## src/rtl/button_bounce_emulator.sv

```systemverilog
// Mechanical push-button emulator: turns a clean level request into a bouncing
// contact waveform with LFSR-spaced glitches, followed by a settle window.
module button_bounce_emulator #(
  parameter int unsigned TICK_DIV     = 100,
  parameter int unsigned N_BOUNCE     = 8,
  parameter int unsigned GAP_BITS     = 8,
  parameter int unsigned SETTLE_TICKS = 20000,
  parameter logic [15:0] LFSR_SEED    = 16'hACE1
) (
  input  logic clk,
  input  logic rst,
  input  logic press,
  output logic button_out,
  output logic busy,
  output logic done
);

  localparam int unsigned CW = $clog2(TICK_DIV);
  localparam int unsigned RW = (N_BOUNCE == 0) ? 1 : $clog2(2 * N_BOUNCE + 1);
  localparam int unsigned GW = GAP_BITS + 1;
  localparam int unsigned SW = $clog2(SETTLE_TICKS + 1);
  localparam logic [15:0] SEED = (LFSR_SEED == 16'h0000) ? 16'h0001 : LFSR_SEED;
  localparam logic [15:0] TAPS = 16'hB400;

  typedef enum logic [1:0] {
    STABLE = 2'd0,
    BOUNCE = 2'd1,
    SETTLE = 2'd2
  } state_t;

  state_t          state, state_d;
  logic [CW-1:0]   cnt;
  logic [15:0]     lfsr;
  logic            press_q;
  logic            level, level_d;
  logic            target, target_d;
  logic [RW-1:0]   remaining, remaining_d;
  logic [GW-1:0]   gap, gap_d;
  logic [SW-1:0]   settle, settle_d;
  logic            out_d, busy_d, done_d;
  logic            tick;
  logic [15:0]     lfsr_nxt;
  logic [GW-1:0]   gap_next;

  assign tick     = (cnt == CW'(TICK_DIV - 1));
  assign lfsr_nxt = {1'b0, lfsr[15:1]} ^ (lfsr[0] ? TAPS : 16'h0000);
  // One extra bit keeps the +1 from wrapping to a zero-length gap.
  assign gap_next = {1'b0, lfsr[GAP_BITS-1:0]} + GW'(1);

  // State and output registers
  always_ff @(posedge clk) begin
    if (rst) begin
      cnt        <= '0;
      lfsr       <= SEED;
      press_q    <= 1'b0;
      state      <= STABLE;
      level      <= 1'b0;
      target     <= 1'b0;
      remaining  <= '0;
      gap        <= '0;
      settle     <= '0;
      button_out <= 1'b0;
      busy       <= 1'b0;
      done       <= 1'b0;
    end else begin
      cnt        <= tick ? '0 : cnt + CW'(1);
      if (tick) lfsr <= lfsr_nxt;
      press_q    <= press;
      state      <= state_d;
      level      <= level_d;
      target     <= target_d;
      remaining  <= remaining_d;
      gap        <= gap_d;
      settle     <= settle_d;
      button_out <= out_d;
      busy       <= busy_d;
      done       <= done_d;
    end
  end

  // Next-state and output decode
  always_comb begin
    state_d     = state;
    level_d     = level;
    target_d    = target;
    remaining_d = remaining;
    gap_d       = gap;
    settle_d    = settle;
    out_d       = button_out;
    done_d      = 1'b0;

    unique case (state)
      STABLE: begin
        out_d = level;
        if (press_q != level) begin
          out_d       = ~level;
          target_d    = press_q;
          remaining_d = RW'(2 * N_BOUNCE);
          gap_d       = gap_next;
          if (N_BOUNCE == 0) begin
            level_d  = press_q;
            settle_d = SW'(SETTLE_TICKS);
            state_d  = SETTLE;
          end else begin
            state_d = BOUNCE;
          end
        end
      end
      BOUNCE: begin
        if (tick) begin
          if (gap == GW'(1)) begin
            out_d       = ~button_out;
            remaining_d = remaining - RW'(1);
            gap_d       = gap_next;
            if (remaining == RW'(1)) begin
              level_d  = target;
              settle_d = SW'(SETTLE_TICKS);
              state_d  = SETTLE;
            end
          end else begin
            gap_d = gap - GW'(1);
          end
        end
      end
      SETTLE: begin
        if (tick) begin
          if (settle == SW'(1)) begin
            state_d = STABLE;
            done_d  = 1'b1;
          end else begin
            settle_d = settle - SW'(1);
          end
        end
      end
      default: state_d = STABLE;
    endcase

    busy_d = (state_d != STABLE);
  end

endmodule

```

## config.mk

```make
export PLATFORM = sky130hd
export DESIGN_NAME = button_bounce_emulator
export DESIGN_NICKNAME = d
export VERILOG_FILES = /design/src/rtl/button_bounce_emulator.sv
export SDC_FILE = /design/constraint.sdc
export NUM_CORES = 1
export LEC_CHECK = 0
export CAP_MARGIN = 10
export CORE_AREA = 4 4 75 94
export DETAILED_ROUTE_END_ITERATION = 10
export DIE_AREA = 0 0 79 98
export PLACE_DENSITY = 0.65
export SLEW_MARGIN = 15
export SYNTH_ARGS = -nofsm -noshare
export SYNTH_HDL_FRONTEND = slang
export SYNTH_SLANG_ARGS = --single-unit
```

## constraint.sdc

```tcl
create_clock -name clk -period 2.76 [get_ports clk]
set_clock_uncertainty 0.1 [all_clocks]
set_input_delay 0.69 -clock clk [delete_from_list [all_inputs] [get_ports clk]]
set_output_delay 0.69 -clock clk [all_outputs]
set_load 0.1 [all_outputs]
```

# After elaboration in Yosys (flattened, before gate mapping)
# Index checks and enable logic that the tools add are counted.
[word_totals] register_bits=60 wordCells=74 output_inout_bits=3 n_memories=0 rom_bits=0 latch_bits=0 ramBits=0 in_bits=3
[classes] addsub=5 magnitude_cmp=0 n_bitwise=5 mul=0 div=0 mux=27 reduce_logical=12 shift=0 n_eq_ne=13
[ops] op="2-to-1 mux 15 bit" n=5
[ops] op="one-hot mux 15 bit (2 select lines)" n=1
[ops] op="2-to-1 mux 9 bit" n=3
[ops] op="one-hot mux 9 bit (2 select lines)" n=1
[ops] op="2-to-1 mux 16 bit" n=1
[ops] op="XOR 15 x 16 -> 16 bit" n=1
[ops] op="equality test 15 x 1 -> 1 bit, second input constant" n=1
[ops] op="2-to-1 mux 5 bit" n=3
[ops] op="subtractor 15 x 1 -> 15 bit, second input constant" n=1
[ops] op="2-to-1 mux 2 bit" n=6
[ops] op="inequality test 2 bit, second input constant" n=6
[ops] op="one-hot mux 5 bit (2 select lines)" n=1
[ops] op="adder 8 x 1 -> 9 bit, second input constant" n=1
[ops] op="equality test 9 x 1 -> 1 bit, second input constant" n=1
[ops] op="subtractor 9 x 1 -> 9 bit, second input constant" n=1
[ops] op="AND reduction 4 bit" n=2
[ops] op="adder 7 x 1 -> 7 bit, second input constant" n=1
[ops] op="equality test 7 bit, second input constant" n=1
[ops] op="one-hot mux 2 bit (3 select lines)" n=1
[ops] op="AND reduction 3 bit" n=2
[ops] op="AND reduction 6 bit" n=1
[ops] op="nonzero test 2 bit" n=3
[ops] op="equality test 5 x 1 -> 1 bit, second input constant" n=1
[ops] op="subtractor 5 x 1 -> 5 bit, second input constant" n=1
[ops] op="10 further kinds" n=16

# Depth between registers and ports, before layout
# Gate-level depths: netlist (run 1).
[depth] word_depth=6 ltp_mapped=8 mapped_depth_nobuf=7

# Least setup slack after synthesis (run 1)
# Ideal clock, no wire load.
[synth_path] path_type="flip-flop to flip-flop" from="register gap[1]" to="register settle[8]" n_path_buf=1 synth_period_minus_slack_ps=2190 setup_slack_ps=570 path_stages_with_launch=9 setup_ps=126 required_time_ps=2534 arrival_time_ps=1964 cell_sequence="dfxtp_1 -> inv_1 -> ha_1 -> or4b_4 -> nor4_4 -> nand3_4 -> or2b_1 -> buf_2 -> a21oi_1"
[synth_between] elab_chain_cells=3
[synth_rtl] element="start, declared" line_no="38" source="logic [GW-1:0] gap, gap_d;"
[synth_rtl] element="start signal, assigned" line_no="73" source="gap <= gap_d;"
[synth_rtl] element="equality test 9 x 1 -> 1 bit" line_no="111" source="if (gap == GW'(1)) begin"
[synth_rtl] element="inequality test 2 bit (no line)"
[synth_rtl] element="AND reduction 6 bit (no line)"
[synth_rtl] element="end signal, assigned" line_no="74" source="settle <= settle_d;"
[synth_rtl] element="end, declared" line_no="39" source="logic [SW-1:0] settle, settle_d;"
# No other way between the ends.
# A chain may end at the register's enable or synchronous reset.

# Worst setup path in the final report (run 1)
[layout_path] from="register cnt[0]" to="register settle[7]"
[layout_between] elab_chain_cells=3 word_cells_on_any_way=4 cone_classes="eq/ne (3); reduce/logical (1)"
[layout_rtl] element="start, declared" line_no="32" source="logic [CW-1:0] cnt;"
[layout_rtl] element="start signal, assigned" line_no="66" source="cnt <= tick ? '0 : cnt + CW'(1);"
[layout_rtl] element="equality test 7 bit *" line_no="45" source="assign tick = (cnt == CW'(TICK_DIV - 1));"
[layout_rtl] element="inequality test 2 bit (no line)"
[layout_rtl] element="AND reduction 6 bit (no line) *"
# Mark *: on every way between the ends. The rest lies on a longest branch, timed or not.

==> run_results.csv, run 1 <==
group,metric,value,unit
status,status,"complete, no violations",
setup_path,crit_buf_inv,0,
synth,ys_ff_latch,60,
global_route,grt_max_degree,28,
synth,syn-cell-area,3030,µm²
synth,syn_inst,362,
global_route,grtUsageMet2,0.283,
route,wl_per_cell,13.2,µm
setup_path,cp_top_family,"simple AND/OR/NAND/NOR gates",
clocking,holdBufCountCts,0,
synth,synthSimpleGateAreaFrac,0.306,
clocking,cts_buffer_depth,2,
clocking,htreeDepth,3,
cells_and_area,multi_input_area,1700,µm²
global_route,grt_overflow,0,
setup_path,cp-endpoint,"settle[7]$_SDFFE_PP0P_",
setup_path,crit_required,2920,ps
global_route,grt.total_usage,0.173,
synth,yosysSeqAreaShare,0.397,
sta,slew-limit-headroom,0.592,
cells_and_area,finalNetCount,381,
placement,portBuffers,5,
placement,place.gp.congestion,0.781,
floorplanning,die_w,79,µm
power,irDropWorstVdd,0.288,mV
setup_path,arrival,2560,ps
clocking,cts_sinks,60,
hold_path,hold_class,"reg -> reg",
cells_and_area,area_delta_synth_final,11.7,%
synth,yosys-top-cells-area,"dfxtp_1 40%, xnor2_1 5.8%, nand2_1 5.0%",
power,power_leakage,1.25,nW
clocking,post_cts_resize_count,0,
global_route,antenna_found_initial,0,
synth,yosysWarnings,0,
floorplanning,fp-row-count,32,
setup_path,crit_chain,"ha_1 > nor4bb_1 > nand2_1 > a21o_1 > or4_1 > a21oi_1",
sta,finalSetupTns,0,ps
cells_and_area,num_antenna_cells,0,
synth,syn_nets,373,
synth,synth-compound-area-share,0.139,
clocking,clkTransAtPathRegs,60,ps
cells_and_area,final_util,0.548,
setup_path,regToRegEndpoint,"settle[7]$_SDFFE_PP0P_",
synth,synth-edff-count,0,
global_route,top_usage_layer,"met2",
cells_and_area,n_fill_cell,615,
route,routed_wl,6070,µm
clocking,clk_latency,340,ps
global_route,grt_pass1_vias,2444,
sta,fmax,417,MHz
floorplanning,start_util,0.491,
floorplanning,num_io_pins,6,
setup_path,cp_num_cells,6,
synth,muxShareOfSynthArea,0.00331,
clocking,cts-root-buf,"clkbuf_8",
synth,syn_avg_cell_area,8.36,µm²
route,drcViolationCount,0,
setup_path,cp-start-kind,"flop",
setup_path,crit_fanout,11,
cells_and_area,ff_latch_area,1200,µm²
floorplanning,core_area,6170,µm²
sta,finalCritPeriodShare,0.870,
sta,fin_crit,2400,ps
route,antenna_left,0,
sta,rsz0062_at_grt,"no",
flow_run,maxCapViolations,0,
synth,netlist.top_cell.by_area,"dfxtp_1",
clocking,post_cts_buffers,0,
setup_path,ff2ff_setup_slack,360,ps
cells_and_area,drive_gt1_frac,0.109,
global_route,met3_usage,0.0332,
route,dr.first_iter.drc_count,80,
synth,synthTopCellsByCount,"60 x dfxtp_1, 40 x nand2_1, 31 x nor2_1, 23 x a21oi_1, 20 x xnor2_1",
floorplanning,die_area,7740,µm²
setup_path,worstReg2RegStart,"cnt[0]$_SDFF_PP0_",
route,firstDrtPassIters,4,
global_route,grt_pass1_wl,10900,µm
synth,synth_fa_ha_area_frac,0.0331,
synth,synthDistinctLibCells,52,
clocking,cts_buffers,9,
power,powerDensity,540,nW/µm²
sta,report.final.slew_viol_count,0,
synth,synth-main-ff-cell,"dfxtp_1",
synth,synth_top_cell_area_share,0.397,
setup_path,critPathKind,"reg -> reg",
synth,synthXorXnorAreaFrac,0.0811,
synth,synth_top_family_by_area,"simple AND/OR/NAND/NOR gates",
clocking,cts_tree,"built",
setup_path,slowest_delay,460,ps
setup_path,worstRegToRegCells,6,
floorplanning,die_h,98,µm
synth,synth.most_common_cell,"dfxtp_1",
setup_path,cp_slowest_cell,"nor4bb_1",
sta,setup_violations,0,
global_route,grtUsageMet1,0.211,
route,num_vias,2514,
sta,worst_slew_pin_slew,612,ps
setup_path,startpoint,"cnt[0]$_SDFF_PP0_",
placement,hpwl,4230,µm
route,viasPerCell,5.47,
setup_path,cp-end-kind,"flop",
synth,synthArstFlopShare,0,
sta,hold_viol,0,
## per-stage QoR
stage | setup slack (ps) | cells | hold WS (ps) | instance area [µm²] | power, mW
2_1_floorplan | 570 | 362 | 325 | 3030 | 1.01
3_5_place_dp | 354 | 444 | 345 | 3180 | 1.05
5_1_grt | 73.5 | 460 | 377 | 3380 | 1.91
6_report | 360 | 460 | 349 | 3380 | 1.83
4_1_cts | 333 | 460 | 355 | 3380 | 1.85
3_3_place_gp | 425 | 444 | 334 | 3180 | 1.04
## flip-flops by register name (all words and copies together) (netlist names)
signal / cells
cnt: 7
done: 1
state: 2
level: 1
remaining: 5
busy: 1
button_out: 1
press_q: 1
lfsr: 16
settle: 15
target: 1
gap: 9
## cell usage in the layout (no fill, tap or decap), types with 12 or more instances in the layout
cell type	count
inv_1	12
o21ai_0	15
dfxtp_1	60
nor3_1	16
nand3_1	14
nand2_1	40
xnor2_1	20
a21oi_1	23
nor2_1	31
buf_4	14
## cells by family (layout without fill, tap and decap cells)
logic type	Yosys count	after routing
AO/OA/AOI/OAI	67	67
XOR/XNOR	28	28
adder cells (fa/ha/maj)	8	8
buffers and inverters	31	44
flip-flops	60	60
multiplexers	1	1
AND/OR/NAND/NOR	167	167
## worst min path at each step
stage                           start  slack, ps  cells after the start                 to
floorplan           cnt[0]$_SDFF_PP0_        320                      1  cnt[0]$_SDFF_PP0_
global placement    cnt[0]$_SDFF_PP0_        330                      1  cnt[0]$_SDFF_PP0_
detailed placement  cnt[0]$_SDFF_PP0_        350                      1  cnt[0]$_SDFF_PP0_
CTS                 cnt[0]$_SDFF_PP0_        350                      1  cnt[0]$_SDFF_PP0_
global route        cnt[0]$_SDFF_PP0_        380                      1  cnt[0]$_SDFF_PP0_
finish              cnt[0]$_SDFF_PP0_        350                      1  cnt[0]$_SDFF_PP0_
## layout make-up
class                           count  share of cell area
Sequential cell                    60               0.356
Tap cell                           85              0.0315
Timing Repair Buffer               16              0.0356
Clock buffer                       12              0.0459
Inverter                           12              0.0133
Multi-Input combinational cell    271               0.504
Clock inverter                      4              0.0141
## per-layer routing
metal  vias to the layer above  share of wire
met2                        31           0.48
met5                         -              0
li1                       1306              -
met4                         0          0.017
met3                        10          0.027
met1                      1167           0.48
## where the power goes
part / switching (mW) / leakage [nW] / internal (mW)
registers: 0.0166 / 0.486 / 0.882
clock network: 0.337 / 0.102 / 0.463
logic: 0.0789 / 0.661 / 0.0482
total: 0.432 / 1.25 / 1.39
Power figures use the tool's default switching activity.
==> run 2: changes to the inputs <==
CORE_AREA = 2 2 73 92   (was 4 4 75 94)
CTS_CLUSTER_SIZE = 20   (was not set)
DIE_AREA = 0 0 75 94   (was 0 0 79 98)
==> run 2 against run 1 <==
Net effect:
- flip-flop and latch count is the same
- utilization shrank 0.44 points
- sequential share of layout area grew 0.52 points
- non-clock buffer count shrank 2
- via count shrank 0.60%
- combinational power is essentially flat
- clock power shrank 13%
- routed wire length grew 0.72%
- design area shrank 1.4%
- clock-buffer cell count grew 1
- sequential power is essentially flat
- global-route usage grew 2.3 points
- critical path type unchanged
- critical endpoint unchanged
- largest cell class unchanged
==> run_results.csv, run 2 (synthesis results as in run 1) <==
group,metric,value,unit
global_route,grt.total_usage,0.196,
route,viasPerCell,5.47,
route,antenna_left,0,
hold_path,hold_class,"reg -> reg",
hold_path,min_to,"lfsr[9]$_SDFFE_PP0N_",
power,netSwitchingFraction,0.245,
sta,rsz0062_at_grt,"no",
setup_path,arrival,2590,ps
clocking,cts_sinks,60,
route,drcViolationCount,0,
setup_path,regToRegEndpoint,"settle[7]$_SDFFE_PP0P_",
sta,report.final.slew_viol_count,0,
placement,place.gp.congestion,0.835,
cells_and_area,num_antenna_cells,0,
global_route,grtUsageMet1,0.237,
setup_path,ff2ff_setup_slack,340,ps
cells_and_area,regMostFlops,"lfsr",
setup_path,cp-end-kind,"flop",
cells_and_area,final_cell_mix,"60 x dfxtp_1, 40 x nand2_1, 31 x nor2_1, 23 x a21oi_1, 20 x xnor2_1",
sta,worst_slew_pin_slew,572,ps
clocking,htreeDepth,3,
power,combPwrFrac,0.074,
route,wl_per_cell,13.4,µm
power,power_leakage,1.23,nW
flow_run,maxCapViolations,0,
placement,place_inst,442,
clocking,cts_buffers,9,
clocking,cts_buffer_depth,2,
global_route,grt_pass1_vias,2339,
floorplanning,core_area,6130,µm²
clocking,post_cts_resize_count,0,
hold_path,hold_path_depth,2,
floorplanning,die_w,75,µm
clocking,cts-root-buf,"clkbuf_8",
global_route,grt_max_degree,30,
power,p_seq_frac,0.523,
power,p_clk_frac,0.404,
floorplanning,die_h,94,µm
floorplanning,fp-row-count,32,
sta,finalSetupTns,0,ps
cells_and_area,largest_reg_flops,16,
hold_path,hold_start,"lfsr[10]$_SDFFE_PP1N_",
clocking,holdBufCountCts,0,
global_route,antenna_found_initial,0,
cells_and_area,instances_no_fill,457,
cells_and_area,top_regs,"lfsr: 16 flops, settle: 15 flops, gap: 9 flops",
power,powerDensity,516,nW/µm²
clocking,clk_latency,330,ps
clocking,cts_tree,"built",
global_route,met3_usage,0.0386,
global_route,grt_overflow,0,
route,num_vias,2499,
clocking,post_cts_buffers,0,
setup_path,worstReg2RegStart,"cnt[0]$_SDFF_PP0_",
floorplanning,die_area,7050,µm²
sta,hold_viol,0,
route,dr.first_iter.drc_count,94,
global_route,top_usage_layer,"met2",
setup_path,crit_required,2930,ps
clocking,clkTransAtPathRegs,60,ps
status,status,"complete, no violations",
sta,finalCritPeriodShare,0.877,
setup_path,critPathKind,"reg -> reg",
floorplanning,num_io_pins,6,
cells_and_area,drive_gt1_frac,0.0995,
cells_and_area,finalNetCount,379,
setup_path,worstRegToRegCells,6,
floorplanning,start_util,0.494,
setup_path,cp-start-kind,"flop",
sta,fin_crit,2420,ps
route,firstDrtPassIters,4,
sta,slew-limit-headroom,0.615,
setup_path,crit_fanout,11,
cells_and_area,area_delta_synth_final,10.0,%
placement,hpwl,4310,µm
global_route,grtUsageMet2,0.322,
sta,fmax,413,MHz
cells_and_area,final_common_cell,"dfxtp_1",
power,p_int,1.30,mW
power,power.switching,421,µW
sta,setup_violations,0,
global_route,grt_pass1_wl,10600,µm
power,irDropWorstVdd,0.341,mV
route,routed_wl,6120,µm
placement,portBuffers,5,
[run 2: cell count changes in the layout (fill, tap and decap cells not counted)]
cell | previous run | this run
buf_4 | 14 | 12
clkinvlp_4 | 1 | 0
clkbuf_1 | 1 | 2
bufinv_16 | 1 | 0
[run 2: worst max path at each step]
stage / depth (start not counted) / slack, ps / start / end
6_report: 6 / 340 / cnt[0]$_SDFF_PP0_ / settle[7]$_SDFFE_PP0P_
4_1_cts: 6 / 330 / cnt[0]$_SDFF_PP0_ / settle[7]$_SDFFE_PP0P_
3_5_place_dp: 6 / 330 / cnt[0]$_SDFF_PP0_ / settle[7]$_SDFFE_PP0P_
5_1_grt: 6 / 80 / cnt[0]$_SDFF_PP0_ / settle[3]$_SDFFE_PP0P_
3_3_place_gp: 6 / 450 / cnt[0]$_SDFF_PP0_ / settle[7]$_SDFFE_PP0P_
2_1_floorplan: 8 / 570 / gap[1]$_SDFFE_PP0P_ / settle[8]$_SDFFE_PP0P_
[run 2: power groups by stage]
stage          combinational, mW  clock [mW]  sequential [mW]
2_1_floorplan             0.0872           0            0.926
3_3_place_gp               0.125           0            0.917
3_5_place_dp               0.127           0            0.918
4_1_cts                    0.127       0.713            0.898
5_1_grt                    0.142       0.748            0.901
6_report                   0.127       0.693            0.898
[run 2: through the flow]
step	setup WS (ps)	instance area (µm²)	util	hold WS [ps]	total power, mW
4_1_cts	326	3330	0.544	357	1.74
2_1_floorplan	570	3030	-	325	1.01
5_1_grt	83.9	3330	0.544	373	1.79
6_report	339	3330	0.544	353	1.72
3_5_place_dp	331	3160	0.516	345	1.04
3_3_place_gp	450	3160	0.516	334	1.04
[run 2: area by class of cell]
cell class | count | area, µm²
clock inverters | 2 | 10.0
clock buffers | 13 | 159
multi-input cells | 271 | 1700
repair buffers | 14 | 105
flip-flops and latches | 60 | 1200
inverters | 12 | 45.0
well taps | 85 | 106
fillers | 590 | 2800
[run 2: per-layer routing]
metal	vias up	wire (µm)
met5	-	0
met4	0	134
met3	9	133
met2	27	3010
met1	1164	2840
li1	1299	-
[run 2: critical path: stages (launching register included)]
cell,delay [ps]
dfxtp_1,350
ha_1,220
nor4bb_1,470
nand2_1,330
a21o_1,320
or4_1,420
a21oi_1,140
==> run 3: changes to the inputs <==
PLACE_DENSITY = 0.68   (was 0.65)
SLEW_MARGIN = 20   (was 15)
clock period = 2.17 ns   (was 2.76 ns; I/O delays follow)
==> run 3 against run 2 <==
Net effect:
- the run now ends with negative setup slack left
- setup slack worse by 360 ps
- power increased by 44%
- global-route usage grew 0.89 points
- final cell count up 5.0%
- routed wire length grew 9.0%
- utilization grew 5.0 points
- via count is 6.6% higher
- die area unchanged
- critical endpoint is now settle[1]$_SDFFE_PP0P_
- largest power group unchanged
- highest routed layer unchanged
==> run_results.csv, run 3 (synthesis results as in run 1) <==
group,metric,value,unit
power,p_clk_frac,0.457,
setup_path,crit_fanout,4,
sta,finalCritPeriodShare,1.01,
floorplanning,core_area,6130,µm²
cells_and_area,num_antenna_cells,0,
global_route,grt.total_usage,0.205,
cells_and_area,largest_reg_flops,16,
placement,dpl_worst_slack,-153,ps
sta,finalSetupTns,-21.9,ps
power,powerDensity,679,nW/µm²
status,status,"complete, but fails checks",
route,viasPerCell,5.55,
setup_path,regToRegEndpoint,"settle[1]$_SDFFE_PP0P_",
clocking,clkTransAtPathRegs,70,ps
setup_path,cp_slowest_cell,"or4b_4",
cells_and_area,final_common_cell,"dfxtp_1",
sta,fin_crit,2190,ps
cells_and_area,top_regs,"lfsr: 16 flops, settle: 15 flops, gap: 9 flops",
route,dr.first_iter.drc_count,120,
setup_path,cp-start-kind,"flop",
cells_and_area,area_delta_synth_final,20.1,%
sta,worst_slew_pin_slew,500,ps
cells_and_area,final_cell_mix,"58 x dfxtp_1, 39 x nand2_1, 34 x buf_4, 31 x nor2_1, 21 x a21oi_1",
floorplanning,num_io_pins,6,
sta,slew-limit-headroom,0.658,
floorplanning,die_w,75,µm
floorplanning,fp-row-count,32,
global_route,antenna_found_initial,0,
route,drcViolationCount,0,
setup_path,worstRegToRegCells,8,
setup_path,critPathKind,"reg -> reg",
clocking,cts_sinks,60,
sta,setup_violations,1,
sta,rsz0062_at_grt,"yes",
floorplanning,start_util,0.494,
floorplanning,die_h,94,µm
placement,place_inst,460,
setup_path,worstReg2RegStart,"gap[1]$_SDFFE_PP0P_",
power,netSwitchingFraction,0.238,
route,num_vias,2663,
cells_and_area,finalNetCount,401,
setup_path,slowest_delay,480,ps
hold_path,hold_class,"reg -> reg",
power,power.switching,586,µW
power,combPwrFrac,0.082,
route,antenna_left,0,
hold_path,hold_start,"lfsr[9]$_SDFFE_PP0N_",
status,violations,"negative setup slack",
global_route,grt_pass1_wl,11200,µm
sta,report.final.slew_viol_count,0,
clocking,cts_tree,"built",
floorplanning,die_area,7050,µm²
power,p_seq_frac,0.461,
power,irDropWorstVdd,0.407,mV
power,p_int,1.88,mW
route,routed_wl,6670,µm
sta,fmax,456,MHz
cells_and_area,instances_no_fill,480,
clocking,cts_buffers,9,
placement,portBuffers,5,
clocking,cts-root-buf,"clkbuf_8",
power,power_leakage,1.36,nW
cells_and_area,regMostFlops,"lfsr",
setup_path,crit_required,2340,ps
sta,hold_viol,0,
clocking,holdBufCountCts,0,
sta,worst_slack,-21.9,ps
power,power,2.47,mW
sta,holdWs,354,ps
cells_and_area,drive_gt1_frac,0.200,
setup_path,arrival,2360,ps
placement,hpwl,4540,µm
clocking,cts_buffer_depth,2,
route,firstDrtPassIters,7,
setup_path,crit_chain,"inv_2 > ha_4 > or4b_4 > nor4_4 > buf_4 > nand3_4 > a211o_1 > a21oi_2",
setup_path,cp-endpoint,"settle[1]$_SDFFE_PP0P_",
global_route,grt_max_degree,26,
global_route,grt_pass1_vias,2536,
clocking,htreeDepth,3,
route,wl_per_cell,13.9,µm
global_route,grt_overflow,0,
setup_path,ff2ff_setup_slack,-20,ps
setup_path,startpoint,"gap[1]$_SDFFE_PP0P_",
setup_path,cp-end-kind,"flop",
clocking,clk_latency,340,ps
flow_run,maxCapViolations,0,
placement,place.gp.congestion,0.886,
## run 3: worst min-delay path by stage
| stage | slack (ps) | depth (start not counted) | to |
|---|---|---|---|
| 5_1_grt | 370 | 2 | lfsr[8]$_SDFFE_PP0N_ |
| 2_1_floorplan | 320 | 1 | cnt[0]$_SDFF_PP0_ |
| 3_3_place_gp | 330 | 1 | cnt[0]$_SDFF_PP0_ |
| 6_report | 350 | 2 | lfsr[9]$_SDFFE_PP0N_ |
| 3_5_place_dp | 340 | 1 | cnt[0]$_SDFF_PP0_ |
| 4_1_cts | 350 | 1 | cnt[0]$_SDFF_PP0_ |
## run 3: worst max-delay path: cells and delay by family (launching register included)
kind	cells	cell delay, ps
buf+inv	2	260
compound gates	2	410
simple gates	3	910
fa+ha+maj	1	120
flops	1	330
## run 3: cell type report
cell class                 count  area (µm²)
clock buffer                  10         138
clock inverter                 6        87.6
fill                         557        2490
inverter                      12        45.0
multi-input combinational    271        1780
sequential                    60        1210
tap                           85         106
timing repair buffer          36         270
## run 3: layer usage
layer / up-vias / share of wire / GRT usage
met5: - / 0 / 0
met4: 0 / 0.028 / 0.106
met3: 17 / 0.033 / 0.0343
met2: 58 / 0.50 / 0.346
met1: 1248 / 0.44 / 0.242
li1: 1340 / - / -
## run 3: power by group through the flow
| stage | sequential, mW | combinational [mW] | clock (mW) |
|---|---|---|---|
| 2_1_floorplan | 1.18 | 0.111 | 0 |
| 3_3_place_gp | 1.16 | 0.187 | 0 |
| 3_5_place_dp | 1.16 | 0.188 | 0 |
| 4_1_cts | 1.14 | 0.197 | 1.15 |
| 5_1_grt | 1.14 | 0.221 | 1.19 |
| 6_report | 1.14 | 0.203 | 1.13 |
## run 3: what timing repair did
item | in CTS | in global routing
setup buffers | 0 | 4
cloned | 0 | 0
setup endpoints to repair | 10 | 16
pin swaps | 1 | 6
gates resized for setup | 8 | 12
## run 3: stage by stage
step / instance area (µm²) / utilization
final: 3630 / 0.593
after floorplan: 3030 / -
after global placement: 3300 / 0.538
after CTS: 3550 / 0.579
after global routing: 3630 / 0.593
after detailed placement: 3300 / 0.538
